<file path="src/rtl/crc_port_arbiter.sv">
// crc_port_arbiter: packet-granular round-robin arbiter sharing one CRC_Check between NUM_PORTS write ports.
// Define CRC_ARB_TIMEOUT_EN to abort packets whose eop does not arrive within MAX_LEN grant cycles.
module crc_port_arbiter #(
   parameter int NUM_PORTS  = 4,
   parameter int PORT_W     = 2,
   parameter int DATA_WIDTH = 8,
   parameter int CRC_LAT    = 1,
   parameter int MAX_LEN    = 64
) (
   input  logic                             clk,
   input  logic                             rst_n,
   input  logic [NUM_PORTS-1:0]             req,
   input  logic [NUM_PORTS-1:0]             in_sop,
   input  logic [NUM_PORTS-1:0]             in_eop,
   input  logic [NUM_PORTS-1:0]             in_valid,
   input  logic [NUM_PORTS*DATA_WIDTH-1:0]  in_data,
   output logic [NUM_PORTS-1:0]             gnt,
   output logic                             wr_sop,
   output logic                             wr_eop,
   output logic                             wr_valid,
   output logic [DATA_WIDTH-1:0]            wr_data,
   input  logic                             crc_valid,
   output logic                             rpt_valid,
   output logic [PORT_W-1:0]                rpt_port,
   output logic                             rpt_ok,
   output logic                             rpt_timeout
);
   localparam int CW = $clog2(MAX_LEN + 8);
   localparam logic [1:0] IDLE = 2'd0, GRANT = 2'd1, WAIT = 2'd2, REPORT = 2'd3;
   logic [1:0]        state;
   logic [PORT_W-1:0] ptr, idx, pick;
   logic [CW-1:0]     cnt;
   // scan downward so the requester closest above ptr is the last (winning) assignment
   always_comb begin
      pick = ptr;
      for (int i = NUM_PORTS - 1; i >= 0; i--)
         if (req[(int'(ptr) + i) % NUM_PORTS]) pick = PORT_W'((int'(ptr) + i) % NUM_PORTS);
   end
   always_ff @(posedge clk) begin
      if (!rst_n) begin
         state       <= IDLE;
         ptr         <= '0;
         idx         <= '0;
         cnt         <= '0;
         gnt         <= '0;
         wr_sop      <= 1'b0;
         wr_eop      <= 1'b0;
         wr_valid    <= 1'b0;
         wr_data     <= '0;
         rpt_valid   <= 1'b0;
         rpt_port    <= '0;
         rpt_ok      <= 1'b0;
         rpt_timeout <= 1'b0;
      end else begin
         wr_sop    <= 1'b0;
         wr_eop    <= 1'b0;
         wr_valid  <= 1'b0;
         wr_data   <= '0;
         rpt_valid <= 1'b0;
         case (state)
            IDLE: if (|req) begin
               gnt   <= NUM_PORTS'(1) << pick;
               idx   <= pick;
               cnt   <= CW'(1);
               state <= GRANT;
            end
            GRANT: begin
               wr_sop   <= in_sop[idx];
               wr_eop   <= in_eop[idx];
               wr_valid <= in_valid[idx];
               wr_data  <= in_data[idx*DATA_WIDTH +: DATA_WIDTH];
               cnt      <= cnt + 1'b1;
               if (in_eop[idx]) begin
                  gnt   <= '0;
                  cnt   <= '0;
                  state <= WAIT;
               end
`ifdef CRC_ARB_TIMEOUT_EN
               else if (cnt == CW'(MAX_LEN)) begin
                  gnt         <= '0;
                  wr_eop      <= 1'b1;
                  rpt_valid   <= 1'b1;
                  rpt_port    <= idx;
                  rpt_ok      <= 1'b0;
                  rpt_timeout <= 1'b1;
                  state       <= REPORT;
               end
`endif
            end
            WAIT: begin
               cnt <= cnt + 1'b1;
               if (cnt == CW'(CRC_LAT)) begin
                  rpt_valid   <= 1'b1;
                  rpt_port    <= idx;
                  rpt_ok      <= crc_valid;
                  rpt_timeout <= 1'b0;
                  state       <= REPORT;
               end
            end
            default: begin
               ptr   <= (idx == PORT_W'(NUM_PORTS - 1)) ? '0 : idx + 1'b1;
               state <= IDLE;
            end
         endcase
      end
   end
endmodule
</file>
<file path="config.mk">
export PLATFORM = sky130hd
export DESIGN_NAME = crc_port_arbiter
export DESIGN_NICKNAME = d
export VERILOG_FILES = /design/src/rtl/crc_port_arbiter.sv
export SDC_FILE = /design/constraint.sdc
export NUM_CORES = 1
export LEC_CHECK = 0
export CORE_MARGIN = 8
export CORE_UTILIZATION = 30
export CTS_CLUSTER_SIZE = 8
export DETAILED_ROUTE_END_ITERATION = 8
export PLACE_DENSITY = 0.7
export RECOVER_POWER = 25
export SETUP_SLACK_MARGIN = 0.2
export SLEW_MARGIN = 5
export SYNTH_ARGS = -nofsm -noshare
export SYNTH_HDL_FRONTEND = slang
export SYNTH_SLANG_ARGS = --single-unit
export TNS_END_PERCENT = 100
</file>
<file path="constraint.sdc">
create_clock -name clk -period 1.9 [get_ports clk]
set_input_delay 0.38 -clock clk [delete_from_list [all_inputs] [get_ports clk]]
set_output_delay 0.38 -clock clk [all_outputs]
set_load 0.02 [all_outputs]
</file>
==> metrics, run 1 <==
Final Skew 4.40 ps; Avg Cell Area, Syn 10.4 um^2; # diodes 0; grt ovf 0; post-synthesis cell type count 45; fin nets 309; clock share of power 20.4%; root buffer cell clkbuf_8; Area contributors post-synth dfxtp_1, mux4_2, nor2b_1, ha_1, nor2_1; Max Cap Viol 0; PD cells ~950 nW/um^2; total track usage about an eighth; switch share a little over a third; Critical Path Most Common Cell buf_4; die height 91.9 um; Final TNS setup 0 ps; DP HPWL between 3000 and 4000 um; outcome complete, no violations; VDD IR-drop max 0.000439 V; post-DR wirelength/cell 15.6 um; r2r startpoint cnt[1]; post-place setup slack -137 ps; Residual DRC 0; initial core utilization 31.2%; final RePlAce weighted congestion between 0.7 and 0.8; Layout area overhead 59.8%; Final Hold Viols 0; via count ~1600; CTS buffer count 5; r2r worst-path depth 7; min-delay worst type register to register; maximum fanout along the worst path 4; flop2flop setup slack 250 ps; Non-Filler Instances ~320; Crit. End Element register; Max Buffers Root-to-Sink 2; Static Leakage 1.07 nW; Final Max Tran Viols 0; CP max stage delay 590 ps; Post-synth EDFFs 0; CP max stage cell dlygate4sd3_1; CTS H-tree depth 2; RSZ-0062 raised after global routing true; Worst Setup SP req[1]; first-pass GRT wire length around 8000 um; count of final setup violators 0; layout cells sized above 1 24.2%; Routed WL 5050 um; synthesis-stage register bit count 32; number of global-route vias before repair 1677; initial antenna violation count 0; Comb pwr share 47.1%; NetSw approximately 930 uW; worst-skew pair later-pin latency 280 ps; Synth warnings 0; die footprint 8440 um^2; FFs w/ async S/R, synth 0%; CTS clk-pin slew, worst paths 70 ps; clock sink count 32; worst setup path end gnt[1]; Pre-antenna DRT Iters 4; Die Wd 91.9 um; Rows 27; largest net degree at the start of global routing 13; synthesized area 1730 um^2; max_slew headroom 59.9%; P_int 1.69 mW; post-synth top area share 37.1%; Least-Margin Pin Slew 585 ps; Worst EP required 2080 ps; post-layout util 49.8%; sequential fraction of the synthesis area 37.1%; Min Hold Slack 474 ps; crit path kind input port to register; Detailed Route Iter0 Violations 54; CP Data Arrival Time 1890 ps; Yosys top cell by area dfxtp_1; FMAX between 500 and 600 MHz; CTS tree done; cells along the critical path dlygate4sd3_1 > buf_4 > a211o_1 > o211a_1 > buf_4 > a32oi_1 > nor2_1; Boundary Pins roughly 70; vias per std cell 4.92; shortest period the worst path allows approximately 1700 ps; cts hold-fix bufs 0; Worst setup SP type input port; reg2reg end rpt_port[1]; Gate Count Post-Synth 166; post-route ant nets 0; period utilisation layout about 90%; setup ws final 189 ps; core region area 5540 um^2; Post-Syn Nets 224; placed cells 312; I/O Buffers between 60 and 70; Seq pwr share 32.5%; ys flop type dfxtp_1
[state kept, by name (all words and copies together), names as in the netlist]
name       flops
cnt            7
rpt_valid      1
state          2
rpt_port       2
gnt            4
wr_data        8
ptr            2
wr_sop         1
wr_eop         1
wr_valid       1
idx            2
rpt_ok         1
[through the flow]
step | cell area [um^2] | power, mW
after floorplan | 1730 | 1.57
final | 2760 | 2.62
after global routing | 2760 | 2.79
after detailed placement | 2570 | 1.98
after global placement | 2570 | 1.96
after CTS | 2690 | 2.56
[per-layer routing]
layer	wire, um	up-vias	track usage, %
li1	-	765	-
met1	2340	754	14.2
met2	2190	68	18.4
met3	433	8	4.65
met4	91	0	4.56
met5	0	-	0
[cell families (layout without fill, tap and decap cells)]
family | after synthesis | count (layout) | synth area share (%)
DFF | 32 | 32 | 37.1
other | 1 | 1 | 0.217
and+or+nand+nor | 60 | 60 | 19.5
muxes | 18 | 18 | 17.9
adders and majority gates | 7 | 7 | 5.07
AOI/OAI and AO/OA | 27 | 27 | 13.5
xor gates and xnor gates | 5 | 5 | 2.54
buffers and inverters | 16 | 102 | 4.20
[timing repair]
action,CTS,global route
endpoints found under the setup margin,9,17
gates resized for setup,6,16
pin swaps,8,11
setup buffers,1,3
[critical path, delay by kind of cell]
kind / cells / cell delay (ps)
buffers and inverters: 3 / 900
AOI/OAI and AO/OA: 3 / 550
and+or+nand+nor: 1 / 60
[power groups by stage]
| stage | clock (mW) | sequential, mW | combinational (mW) |
|---|---|---|---|
| 2_1_floorplan | 0 | 0.898 | 0.674 |
| 3_3_place_gp | 0 | 0.851 | 1.11 |
| 3_5_place_dp | 0 | 0.854 | 1.13 |
| 4_1_cts | 0.552 | 0.844 | 1.16 |
| 5_1_grt | 0.575 | 0.864 | 1.35 |
| 6_report | 0.534 | 0.851 | 1.23 |
[placed cells by master (no fill, tap or decap), drive strengths merged, types with 2 or more instances in the layout]
master	count
nand3	5
buf	17
o41ai	2
nor4	2
nor3	2
clkdlybuf4s50	63
dlygate4sd3	3
mux2i	8
nor2	23
o21ai	6
nand4b	2
nor2b	15
clkinv	2
o211ai	2
a32o	2
a32oi	2
inv	6
clkbuf	8
xnor2	2
xor2	3
a21oi	5
dfxtp	32
dlymetal6s2s	3
mux4	10
nand2	7
a22oi	2
ha	7
[how the worst min path moves through the flow]
stage,startpoint,end,cells after the start
floorplan,state[1],state[1],2
CTS,rpt_ok,rpt_ok,2
detailed placement,rpt_ok,rpt_ok,2
finish,rpt_ok,rpt_ok,2
global route,rpt_ok,rpt_ok,2
global placement,rpt_ok,rpt_ok,2
[cell usage after synthesis, types with 2 or more instances]
cell,n
o21ai_0,4
nand2_2,2
dfxtp_1,32
mux2i_1,7
nand4b_1,2
xor2_1,3
nor2_1,23
mux4_2,10
ha_1,7
xnor2_1,2
a32o_1,2
nand3_1,5
clkbuf_1,4
nor2b_1,15
inv_1,6
buf_2,3
nand2_1,5
a32oi_1,2
buf_4,2
a21oi_1,5
[layout make-up]
cell class	count	area, um^2
Fill cell	523	2780
Multi-Input combinational cell	118	1070
Timing Repair Buffer	88	835
Sequential cell	32	647
Tap cell	72	90.1
Clock buffer	6	82.6
Inverter	6	22.5
Clock inverter	2	10.0
(Power assumes the default switching activity.)
==> inputs of run 2 (changes only) <==
- CTS_CLUSTER_SIZE: 8 -> unset
- GPL_ROUTABILITY_DRIVEN: unset -> 1
==> results of run 2 <==
No change in the layout: final DEF, timing and power equal those of run 1.
==> inputs of run 3 (changes only) <==
- CTS_BUF_LIST: unset -> sky130_fd_sc_hd__clkbuf_8 sky130_fd_sc_hd__clkbuf_16
==> results of run 3 <==
No change in the layout: final DEF, timing and power equal those of run 1.
